--- config.mk ---
export PLATFORM = sky130hd
export DESIGN_NAME = irq_request_latch
export DESIGN_NICKNAME = d
export VERILOG_FILES = /design/src/rtl/irq_pkg.sv /design/src/rtl/irq_edge_detect.sv /design/src/rtl/irq_request_latch.sv
export SDC_FILE = /design/constraint.sdc
export NUM_CORES = 1
export LEC_CHECK = 0
export BUFFER_PORTS_ARGS = -buffer_cell sky130_fd_sc_hd__buf_2
export CAP_MARGIN = 20
export CORE_AREA = 2 2 52 54
export CTS_CLUSTER_DIAMETER = 80
export DETAILED_ROUTE_END_ITERATION = 16
export DIE_AREA = 0 0 54 56
export PLACE_DENSITY_LB_ADDON = 0.08
export RECOVER_POWER = 50
export SLEW_MARGIN = 20
export SYNTH_ARGS = -nofsm -noshare
export SYNTH_HDL_FRONTEND = slang
export SYNTH_SLANG_ARGS = --single-unit
--- constraint.sdc ---
create_clock -name clk -period 1.7 [get_ports clk]
set_clock_uncertainty 0.2 [all_clocks]
set_input_delay 0.255 -clock clk [delete_from_list [all_inputs] [get_ports clk]]
set_output_delay 0.255 -clock clk [all_outputs]
set_load 0.05 [all_outputs]
--- src/rtl/irq_pkg.sv ---
// Shared constants and FSM state encoding for the interrupt request latch.
package irq_pkg;
    localparam int unsigned N_IRQ = 8;
    localparam int unsigned IDX_W = 3;
    localparam logic [N_IRQ-1:0] MASK_RST = 8'hFF;

    typedef enum logic {
        IDLE  = 1'b0,
        OFFER = 1'b1
    } irq_state_e;
endpackage

--- src/rtl/irq_edge_detect.sv ---
// Rising-edge detector for the raw request lines.
// Optional macro IRQ_SYNC_EN inserts a 2-flop synchronizer ahead of edge detect.
module irq_edge_detect #(
    parameter int unsigned W = 8
) (
    input  logic         clk,
    input  logic         rst,
    input  logic [W-1:0] irq_i,
    output logic [W-1:0] edge_o
);
    logic [W-1:0] irq_s;
    logic [W-1:0] irq_q;

`ifdef IRQ_SYNC_EN
    logic [W-1:0] sync1_q;
    logic [W-1:0] sync2_q;

    // Two-stage synchronizer for asynchronous request lines
    always_ff @(posedge clk) begin
        if (rst) begin
            sync1_q <= '0;
            sync2_q <= '0;
        end else begin
            sync1_q <= irq_i;
            sync2_q <= sync1_q;
        end
    end
    assign irq_s = sync2_q;
`else
    assign irq_s = irq_i;
`endif

    // One-cycle history so a held level yields a single edge
    always_ff @(posedge clk) begin
        if (rst) irq_q <= '0;
        else     irq_q <= irq_s;
    end

    assign edge_o = irq_s & ~irq_q;
endmodule

--- src/rtl/irq_request_latch.sv ---
// Interrupt request latch: captures request edges into a pending register,
// masks them toward an external priority encoder, and turns the encoder's
// result into a held request/acknowledge offer.
// Optional macro IRQ_SYNC_EN adds a 2-flop input synchronizer (2 cycles extra).
module irq_request_latch
    import irq_pkg::*;
#(
    parameter int unsigned       P_N_IRQ    = N_IRQ,
    parameter int unsigned       P_IDX_W    = IDX_W,
    parameter logic [P_N_IRQ-1:0] P_MASK_RST = MASK_RST
) (
    input  logic               clk,
    input  logic               rst,
    input  logic [P_N_IRQ-1:0] irq_in,
    input  logic               mask_wr,
    input  logic [P_N_IRQ-1:0] mask_in,
    output logic [P_N_IRQ-1:0] pend_out,
    input  logic [P_IDX_W-1:0] enc_idx,
    input  logic               enc_valid,
    output logic               req_valid,
    output logic [P_IDX_W-1:0] req_idx,
    input  logic               ack,
    output logic               overflow,
    input  logic               ovf_clr
);
    irq_state_e         state_q;
    logic [P_N_IRQ-1:0] pend_q, pend_d;
    logic [P_N_IRQ-1:0] mask_q;
    logic [P_N_IRQ-1:0] edge_v;
    logic [P_N_IRQ-1:0] clr_vec;
    logic               ovf_q, ovf_d;
    logic               req_valid_q;
    logic [P_IDX_W-1:0] req_idx_q;

    irq_edge_detect #(.W(P_N_IRQ)) u_edge (
        .clk    (clk),
        .rst    (rst),
        .irq_i  (irq_in),
        .edge_o (edge_v)
    );

    // Pending/overflow next state; a new edge beats a same-cycle clear
    always_comb begin
        clr_vec = '0;
        if (state_q == OFFER && ack) clr_vec[req_idx_q] = 1'b1;
        pend_d = (pend_q & ~clr_vec) | edge_v;
        ovf_d  = (ovf_q & ~ovf_clr) | (|(edge_v & pend_q & ~clr_vec));
    end

    // Pending, mask and sticky overflow registers
    always_ff @(posedge clk) begin
        if (rst) begin
            pend_q <= '0;
            mask_q <= P_MASK_RST;
            ovf_q  <= 1'b0;
        end else begin
            pend_q <= pend_d;
            ovf_q  <= ovf_d;
            if (mask_wr) mask_q <= mask_in;
        end
    end

    // Offer FSM: latch the encoder result and hold it until acknowledged
    always_ff @(posedge clk) begin
        if (rst) begin
            state_q     <= IDLE;
            req_valid_q <= 1'b0;
            req_idx_q   <= '0;
        end else begin
            case (state_q)
                IDLE: begin
                    if (enc_valid) begin
                        req_idx_q   <= enc_idx;
                        req_valid_q <= 1'b1;
                        state_q     <= OFFER;
                    end
                end
                OFFER: begin
                    if (ack) begin
                        req_valid_q <= 1'b0;
                        state_q     <= IDLE;
                    end
                end
                default: state_q <= IDLE;
            endcase
        end
    end

    assign pend_out  = pend_q & mask_q;
    assign req_valid = req_valid_q;
    assign req_idx   = req_idx_q;
    assign overflow  = ovf_q;
endmodule
# == Word-level counts from Yosys, hierarchy flattened ==
# Index checks and enable logic that the tools add are counted.
# W data, S select, Z words.
# word_totals
input_bits,25
word_cells,37
output_inout_bits,13
register_bits,30
# classes
reduce_logical,5
muxes,9
bitwise_logic,12
eq_ne,2
order_cmp,2
# op_table
operator,count
$and A8 B8 Y8,5
$not A8 Y8,2
$mux W8,1
$or A8 B8 Y8,1
$reduce_or A8 Y1,1
$mux W1,5
$lt A3 B4 Y1 const B,1
$ne A2 B2 Y1 const B,2
$pmux W1 S2,2
$reduce_and A2 Y1,2
$demux W1 S3,1
$ge A3 B1 Y1 const B,1
$logic_and A1 B1 Y1,2
$not A1 Y1,2
$and A1 B1 Y1,1
$or A1 B1 Y1,1

# == Logic depth before layout (Yosys ltp) ==
# depth
ltp_word,9
mapped_depth,4
ltp_nobuf,4

# == Hierarchy ==
# Synthesis repeated with hierarchy kept, for this count alone.
# hier_totals
hier_cells,135
hier_area_um2,1206.2
# modules_own_cells
mod,cells_per_inst,n_inst,seq_area_each_um2,area_each_um2
irq_request_latch,111,1,440.4,945.9
irq_edge_detect,24,1,160.2,260.2

# == Worst setup path before layout ==
# No wires, ideal clock.
# synth_timing
kind,flip-flop to flip-flop
from,register req_idx_q[2] (netlist: req_idx[2])
to,register ovf_q (netlist: overflow)
period_less_slack_ps,1925
path_buffers,0
slack_ps,-225
arrival_time_ps,1600
stages_incl_launch_ff,5
required_ps,1375
setup_time_ps,125
cell_sequence,dfxtp_1 nand3_1 o31ai_1 o22ai_1 o41a_1
# synth_via
elab_chain_len,9
word_cells_on_any_way,10
cone_classes,2 x order compare; 3 x mux; 3 x bitwise; 2 x reduce/logical
# synth_lines
element,line_no,text
"start, declared",irq_request_latch.sv:33,logic [P_IDX_W-1:0] req_idx_q;
"start signal, assigned",irq_request_latch.sv:73,req_idx_q <= enc_idx;
$lt A3 B4 Y1 (not written as such) or $ge A3 B1 Y1 (tied branches),irq_request_latch.sv:45,if (state_q == OFFER && ack) clr_vec[req_idx_q] = 1'b1;
$logic_and A1 B1 Y1 (not written as such),irq_request_latch.sv:45,
$mux W1 (not written as such),irq_request_latch.sv:45,
$demux W1 S3 (*),irq_request_latch.sv:45,
$mux W8 (*),irq_request_latch.sv:45,
$not A8 Y8 (*),irq_request_latch.sv:47,ovf_d = (ovf_q & ~ovf_clr) | (|(edge_v & pend_q & ~clr_vec));
$and A8 B8 Y8 (*),irq_request_latch.sv:47,
$reduce_or A8 Y1 (*),irq_request_latch.sv:47,
$or A1 B1 Y1 (*),irq_request_latch.sv:47,
"end signal, assigned",irq_request_latch.sv:58,ovf_q <= ovf_d;
"end, declared",irq_request_latch.sv:31,"logic ovf_q, ovf_d;"
# Every way passes the cells marked *; elsewhere a longest branch is shown, timed or not.
# A chain may end at the register's enable or synchronous reset.

# == Worst setup path after layout ==
# Ends and elaborated chain as after synthesis.

==> results.ini <==
[synthesis]
syn-num-nets=142
muxShareOfSynthArea_pct=9.745
synth.cell_area_mm2=0.001130
synth_area_leaders=dfxtp_1, mux2i_1, nand2b_1
synth_area_leader_cell=dfxtp_1
synth_compound_area_share_pct=12.29
synthXorXnorAreaFrac_pct=0
yosysSeqAreaShare_pct=53.16
synthCells=117
syn_area_per_cell_um2=9.657
yosys.area_share.adder_pct=0
synth_top_area_share_pct=53.16
synthDistinctLibCells=20
synth_top_family_by_area=simple AND/OR/NAND/NOR gates
synth-simple-area-share_pct=22.81
yosys_warnings=0
synth_seq_cells=30

[pwr]
p_seq_share_pct=53.6
p_comb_share_pct=20.9
switching_share_pct=28.83
vdd_drop_max_uv=672.1
switchingPower_uw=418.7
power.density_mw_per_mm2=893.0
leakage_uw=0.0007191
clkPwrFrac_pct=25.4
p_int_uw=1034

[timing]
tns_ns=0
finalSetupViolations=0
finalHoldViolations=0
drv_slew=0
fin_crit_ns=1.665
hold_slack_ns=0.07947
setup_slack_ns=0.03527
max_freq_ghz=0.6007
maxSlewHeadroom_pct=81.67
fin_crit_sh_pct=97.93
max_slew.worst_pin.slew_ns=0.2733

[routing]
highest_layer=met4
wl_met3_um=180
wire_per_inst_um=11.85
drcViolationCount=0
antenna_left=0
drtIter0Drc=18
wl_met2_um=1128
wl_met1_um=1144
drt_first_pass_iters=4
routed_wl_um=2488
viasPerCell=4.714
num_vias=990

[clock_network]
clkTransAtPathRegs_ns=0.08
numCtsBuffers=5
cts.root.buffer_cell=clkbuf_4
cts_htree_levels=2
cts_buffer_depth=2
cts_tree=yes
clk_latency_ns=0.32
clock_sinks=30

[die]
core-area_mm2=0.002432
start_util_pct=46.45
die-area_mm2=0.003024
core.rowCount=18
die_height_um=56
die_w_um=54
ios=38

[cells_and_area]
final_cell_mix=buf_2, dfxtp_1, dlygate4sd3_1
layout_commonest_cell=buf_2
antenna_cells=0
final_util_pct=66.87
drive_gt1_share_pct=26.67
area_growth_pct=43.96
fillers=218
fin_nets=205

[placed_design]
hpwlAfterDp_um=1690
post-place-ws_ns=0.009170
io_buffers=37
place_congestion=0.7506

[setup_path]
critPathRequiredTime_ns=1.71
cpPeakStageDelay_ns=0.35
crit_chain=nand3b_1 > buf_4 > o31ai_4 > o22ai_1 > o41a_1
critPathKind=register to register
critPathSlowestCell=dfxtp_4
crit_arrival_ns=1.68
cp-start-kind=register
path_max_fanout=3
critical_path.endpoint_type=register

[global_route]
grt_pass1_wl_um=3808
grt_pass1_vias=871
grt_max_degree=22
grt-ovfl-total=0
antenna_found_initial=0
grt_use_total_pct=17.68

[flow_run]
drv_cap=0

[worst_hold_path]
hold_path.class=input port to register

[status]
status=finished, final reports clean

==> routing by layer <==
metal | global-route usage (%) | vias up
li1 | - | 523
met1 | 21.74 | 423
met2 | 26.13 | 40
met3 | 7.258 | 4
met4 | 8.571 | 0
met5 | 0 | -
==> synthesized netlist by cell type, drive strengths merged <==
| cell | number |
|---|---|
| a21oi | 10 |
| and2 | 8 |
| and2b | 1 |
| clkbuf | 4 |
| clkinv | 1 |
| dfxtp | 30 |
| inv | 1 |
| mux2i | 11 |
| nand2 | 10 |
| nand2b | 11 |
| nand3 | 1 |
| nand3b | 2 |
| nor2 | 6 |
| nor2b | 8 |
| o21ai | 6 |
| o221ai | 1 |
| o22ai | 3 |
| o31ai | 2 |
| o41a | 1 |
==> area by class of cell <==
type | instances | area, µm² | share of cell area (%)
flip-flops and latches | 30 | 608.1 | 37.38
multi-input cells | 81 | 526.8 | 32.38
repair buffers | 60 | 401.6 | 24.69
clock buffers | 7 | 45.04 | 2.769
well taps | 30 | 37.54 | 2.308
inverters | 2 | 7.507 | 0.4615
==> cells by family (layout without fill, tap and decap cells) <==
logic type      Yosys count  in the layout
compound gates           23             23
mux                      11             11
buf+inv                   6             69
flops                    30             30
simple gates             47             47
==> critical path, delay by kind of cell, from the launching register on <==
family                 cells  cell delay [ns]
AOI/OAI and AO/OA          3             0.66
DFF                        1             0.35
and+or+nand+nor            1             0.19
buffers and inverters      1             0.17
==> sequential cells by signal (all words and copies together) (netlist names) <==
signal	cells
mask_q	8
pend_q	8
u_edge.irq_q	8
req_idx	3
overflow	1
req_valid	1
state_q	1
==> power by group through the flow <==
stage / clock [µW] / combinational, µW / sequential (µW)
2_1_floorplan: 0 / 156 / 818
3_5_place_dp: 0 / 259 / 794
3_3_place_gp: 0 / 255 / 792
5_1_grt: 421 / 329 / 784
4_1_cts: 382 / 293 / 777
6_report: 370 / 304 / 779
==> worst paths after layout <==
| check | startpoint | endpoint | slack, ns | depth (start not counted) |
|---|---|---|---|---|
| max | req_idx[2] | overflow | 0.04 | 5 |
| min | ack | state_q | 0.08 | 4 |
| max reg2reg | req_idx[2] | overflow | 0.04 | 5 |
| min reg2reg | mask_q[3] | mask_q[3] | 0.27 | 2 |
==> metrics by stage <==
stage / instances / area (µm²) / power [µW]
3_5_place_dp: 181 / 1351 / 1052
5_1_grt: 210 / 1627 / 1534
4_1_cts: 207 / 1587 / 1452
3_3_place_gp: 181 / 1351 / 1047
6_report: 210 / 1627 / 1453
2_1_floorplan: 117 / 1136 / 974.6
==> timing repair <==
action                                 4_1_cts  5_1_grt
setup endpoints to repair                    0        1
resized for setup                            0        9
endpoints found under the hold margin       20        0
hold buffers                                19        0
setup buffers                                0        4
Note: power is estimated with default switching activity, not from simulation.
